===== src/rtl/button_events.sv =====
// Button event decoder: turns a debounced level into press/release, long-press,
// auto-repeat and double-tap pulses, all registered with one cycle of latency.
module button_events #(
  parameter int unsigned HOLD_CYCLES   = 50_000_000,
  parameter int unsigned REPEAT_CYCLES = 10_000_000,
  parameter int unsigned DTAP_CYCLES   = 25_000_000
) (
  input  logic clk_i,
  input  logic rst_i,
  input  logic clean_i,
  output logic press_o,
  output logic release_o,
  output logic long_press_o,
  output logic repeat_tick_o,
  output logic double_tap_o,
  output logic held_o
);

  localparam int unsigned MaxHR     = (HOLD_CYCLES > REPEAT_CYCLES) ? HOLD_CYCLES : REPEAT_CYCLES;
  localparam int unsigned MaxCycles = (MaxHR > DTAP_CYCLES) ? MaxHR : DTAP_CYCLES;
  localparam int unsigned CntW      = $clog2(MaxCycles) + 1;

  // Terminal counts: the counter starts at 0 the cycle after entry, so N cycles ends at N-1.
  localparam logic [CntW-1:0] HoldLast = CntW'(HOLD_CYCLES - 1);
  localparam logic [CntW-1:0] RepLast  = CntW'(REPEAT_CYCLES - 1);
  localparam logic [CntW-1:0] DtapLast = CntW'(DTAP_CYCLES - 1);

  typedef enum logic [1:0] {StIdle, StDown, StRepeat, StUpWait} state_e;

  state_e            state_q;
  logic [CntW-1:0]   cnt_q;
  logic              prev_q;
  logic              dt_used_q;
  logic              press_q, release_q, long_press_q, repeat_tick_q, double_tap_q, held_q;
  logic              rise, fall;

  assign rise = clean_i & ~prev_q;
  assign fall = ~clean_i & prev_q;

  always_ff @(posedge clk_i) begin
    prev_q        <= clean_i;
    press_q       <= 1'b0;
    release_q     <= 1'b0;
    long_press_q  <= 1'b0;
    repeat_tick_q <= 1'b0;
    double_tap_q  <= 1'b0;
    if (rst_i) begin
      state_q   <= StIdle;
      cnt_q     <= '0;
      dt_used_q <= 1'b0;
      held_q    <= 1'b0;
    end else begin
      case (state_q)
        StIdle: begin
          if (rise) begin
            press_q <= 1'b1;
            held_q  <= 1'b1;
            cnt_q   <= '0;
            state_q <= StDown;
          end
        end
        StDown: begin
          // A fall wins over a long press due in the same cycle.
          if (fall) begin
            release_q <= 1'b1;
            held_q    <= 1'b0;
            cnt_q     <= '0;
            if (dt_used_q) begin
              dt_used_q <= 1'b0;
              state_q   <= StIdle;
            end else begin
              state_q <= StUpWait;
            end
          end else if (cnt_q == HoldLast) begin
            long_press_q <= 1'b1;
            cnt_q        <= '0;
            state_q      <= StRepeat;
          end else begin
            cnt_q <= cnt_q + 1'b1;
          end
        end
        StRepeat: begin
          if (fall) begin
            release_q <= 1'b1;
            held_q    <= 1'b0;
            cnt_q     <= '0;
            dt_used_q <= 1'b0;
            state_q   <= StIdle;
          end else if (cnt_q == RepLast) begin
            repeat_tick_q <= 1'b1;
            cnt_q         <= '0;
          end else begin
            cnt_q <= cnt_q + 1'b1;
          end
        end
        StUpWait: begin
          // A rise on the last window cycle still counts as a double tap.
          if (rise) begin
            press_q      <= 1'b1;
            double_tap_q <= 1'b1;
            dt_used_q    <= 1'b1;
            held_q       <= 1'b1;
            cnt_q        <= '0;
            state_q      <= StDown;
          end else if (cnt_q == DtapLast) begin
            cnt_q   <= '0;
            state_q <= StIdle;
          end else begin
            cnt_q <= cnt_q + 1'b1;
          end
        end
        default: begin
          cnt_q   <= '0;
          held_q  <= 1'b0;
          state_q <= StIdle;
        end
      endcase
    end
  end

  assign press_o       = press_q;
  assign release_o     = release_q;
  assign long_press_o  = long_press_q;
  assign repeat_tick_o = repeat_tick_q;
  assign double_tap_o  = double_tap_q;
  assign held_o        = held_q;

endmodule


===== config.mk =====
export PLATFORM = sky130hd
export DESIGN_NAME = button_events
export DESIGN_NICKNAME = d
export VERILOG_FILES = /design/src/rtl/button_events.sv
export SDC_FILE = /design/constraint.sdc
export NUM_CORES = 1
export LEC_CHECK = 0
export ABC_AREA = 1
export BUFFER_PORTS_ARGS = -buffer_cell sky130_fd_sc_hd__buf_2
export CAP_MARGIN = 25
export CORE_AREA = 2 2 94 73
export CTS_CLUSTER_SIZE = 16
export DETAILED_ROUTE_END_ITERATION = 16
export DIE_AREA = 0 0 96 75
export GPL_TIMING_DRIVEN = 0
export PLACE_DENSITY = 0.66
export SETUP_SLACK_MARGIN = 0.3
export SYNTH_ARGS = -nofsm -noshare
export SYNTH_HDL_FRONTEND = slang
export SYNTH_SLANG_ARGS = --single-unit

===== constraint.sdc =====
create_clock -name clk_i -period 2.3 [get_ports clk_i]
set_input_delay 0.115 -clock clk_i [delete_from_list [all_inputs] [get_ports clk_i]]
set_output_delay 0.115 -clock clk_i [all_outputs]
set_load 0.01 [all_outputs]

==> flow_summary.toml <==
[cells_and_area]
fin_area_um2 = 2690
nFillCells = 680
syn_to_final_growth_pct = 10.60
final_util_pct = 43.22
final_layout_size_suffix_gt1_share_pct = 7.586
top_register = "cnt_q"
num_antenna_cells = 0
reg.largest.list = "cnt_q: 27 flops, state_q: 2 flops"
regArea_um2 = 743.2
largest_reg_flops = 27
layout.nets = 443
multi_input_area_um2 = 1504

[timing]
hold_violations = 0
finalClockSkew_ps = 8.211
fin_crit_sh_pct = 80.03
tightest_slew_ps = 538.6
setup_viol = 0
fmax_mhz = 543.3
min_period_ps = 1841
rsz0062_at_grt = "false"
slew_viol_final = 0
finalSetupTns_ps = 0
slew_headroom_pct = 64.09

[synthesis]
post_synth.cell_area_avg_um2 = 5.819
yosys_register_bits = 37
synth_nets = 427
seq_area_frac_synth_pct = 30.45
ys_warn_count = 0
synth.distinct_cells = 26
synth_cells = 418
syn_area_um2 = 2432

[detailed_routing]
dr.pass1.iters = 5
postRouteAntennaNets = 0
vias_per_cell = 5.066
drtIter0Drc = 198
drc = 0
num_vias = 2614
wl_per_cell_um = 13.09
wl_um = 6755

[floorplan]
start_util_pct = 39.08
die_h_um = 75
std_cell_rows = 25
num_io_pins = 9
die_area_um2 = 7200
die_w_um = 96
core_um2 = 6225

[global_route]
overflow = 0
grt_pass1_wl_um = 11160
grt_pass1_vias = 2306
antenna_found_initial = 0
grt_max_degree = 12
gr-usage-all-layers_pct = 20.52

[clock_tree]
cts_tree = "built"
clockBufferDepth = 2
numCtsBuffers = 5
clock-root-buffer = "clkbuf_8"
clock_sinks = 37
ctsHtreeMaxLevel = 2
post-cts-setup-buffers = 0
path_clk_slew_ps = 80
clock_latency_ps = 300

[setup_path]
endpoint_kind = "flip-flop"
cp.arrival_ps = 2070
startpoint_type = "flip-flop"
timing.rr.end = "cnt_q[14]$_SDFFE_PP0N_"
worst-path-max-fanout = 10
critPathKind = "flip-flop to flip-flop"
rrSetupSlack_ps = 460
rr_startpoint = "state_q[0]$_SDFFE_PP0P_"
crit_required_ps = 2530
r2r_cells = 10

[min_path]
min_to = "long_press_o$_SDFF_PP0_"
min_path_cells = 2
hp-start = "rst_i"
hold_class = "primary input to flip-flop"

[flow_run]
drv_cap = 0

[placement]
dpl_cell_area_um2 = 2574
place_hpwl_um = 5170
gp_congestion = 0.9740
numPortBuffers = 8

[power_and_ir_drop]
vdd_drop_max_v = 0.0002706
powerDensity_nw_per_um2 = 737.5
leakage_nw = 0.9244

[run_status]
status = "completed"
[layout by cell type (no fill, tap or decap), drive strengths merged]
master	count
xor2	5
nor3	7
a21oi	34
buf	13
nor2	91
nor4	1
dfxtp	37
dlygate4sd3	1
o311ai	1
xnor2	2
o21ai	6
clkinv	2
ha	6
a211oi	2
nand3b	1
inv	37
and2	2
nand2	147
o21a	1
clkbuf	13
nand3	23
nand4	3
[synthesized netlist by cell type]
cell	number	area, um2
nand2_1	147	551.8
nor2_1	87	326.6
dfxtp_1	37	740.7
inv_1	35	131.4
a21oi_1	34	170.2
nand3_1	21	105.1
clkbuf_1	7	26.28
nor3_1	7	35.03
ha_1	6	75.07
o21ai_0	6	30.03
xor2_1	5	43.79
nor2_2	4	25.02
nand4_1	3	18.77
a211oi_1	2	15.01
and2_1	2	12.51
buf_4	2	15.01
buf_6	2	22.52
inv_2	2	7.510
xnor2_1	2	17.52
buf_2	1	5.000
nand3_2	1	10.01
nand3_4	1	17.52
nand3b_1	1	7.510
nor4_1	1	6.260
o21a_1	1	7.510
o311ai_0	1	8.760
[metal layers]
metal	share of wire (%)	global-route usage, %
met3	5.9	4.805
met4	1.7	5.873
met5	0	0
met1	52	30.96
met2	40	28.94
[cell type report]
cell class,instances,share of cell area [%]
Buffer,12,2.605
Clock buffer,6,2.698
Clock inverter,2,0.3721
Inverter,37,5.163
Multi-Input combinational cell,332,55.91
Sequential cell,37,27.63
Tap cell,81,3.767
Timing Repair Buffer,9,1.860
[logic make-up (layout without fill, tap and decap cells)]
logic type / after synthesis / count (layout) / share of synthesized area [%]
compound gates: 44 / 44 / 9.516
xor+xnor: 7 / 7 / 2.521
fa+ha+maj: 6 / 6 / 3.086
buf+inv: 49 / 66 / 8.539
flops: 37 / 37 / 30.45
simple gates: 275 / 275 / 45.88
[what timing repair did]
| action | in CTS | in global routing |
|---|---|---|
| endpoints found under the setup margin | 8 | 27 |
| pin swaps | 0 | 1 |
| hold endpoints to repair | 1 | 0 |
| hold buffers | 1 | 0 |
| resized for setup | 1 | 6 |
[power breakdown]
| group | internal, mW | switching, mW | total [mW] |
|---|---|---|---|
| clock network | 0.210 | 0.253 | 0.463 |
| logic | 0.243 | 0.578 | 0.820 |
| registers | 0.675 | 0.0254 | 0.701 |
[per-stage QoR]
step | power [mW] | cells | worst slack, ps | hold slack [ps]
floorplan | 1.298 | 418 | 722.8 | 142.7
global placement | 1.517 | 507 | 314.8 | 245.7
detailed placement | 1.526 | 507 | 294.8 | 247.9
CTS | 1.992 | 516 | 337.0 | 37.61
global route | 2.131 | 516 | 300.9 | 34.29
finish | 1.984 | 516 | 459.4 | 40.87
[worst max-delay path, cell delays in order, from the launching register on]
cell      delay (ps)
dfxtp_1          370
inv_1            100
ha_1             200
nand2_1          110
inv_2            110
nor2_1           180
inv_2            120
clkbuf_2         250
nor2_1           150
nand2_1           60
a21oi_1          120
[worst max-delay path by stage]
stage	start	slack, ps	end
3_5_place_dp	state_q[1]$_SDFFE_PP0P_	290	cnt_q[11]$_SDFFE_PP0N_
2_1_floorplan	cnt_q[1]$_SDFFE_PP0N_	720	cnt_q[11]$_SDFFE_PP0N_
3_3_place_gp	state_q[1]$_SDFFE_PP0P_	310	cnt_q[11]$_SDFFE_PP0N_
4_1_cts	cnt_q[1]$_SDFFE_PP0N_	340	cnt_q[11]$_SDFFE_PP0N_
6_report	state_q[0]$_SDFFE_PP0P_	460	cnt_q[14]$_SDFFE_PP0N_
5_1_grt	cnt_q[0]$_SDFFE_PP0N_	300	cnt_q[21]$_SDFFE_PP0N_
(Power assumes the default switching activity.)
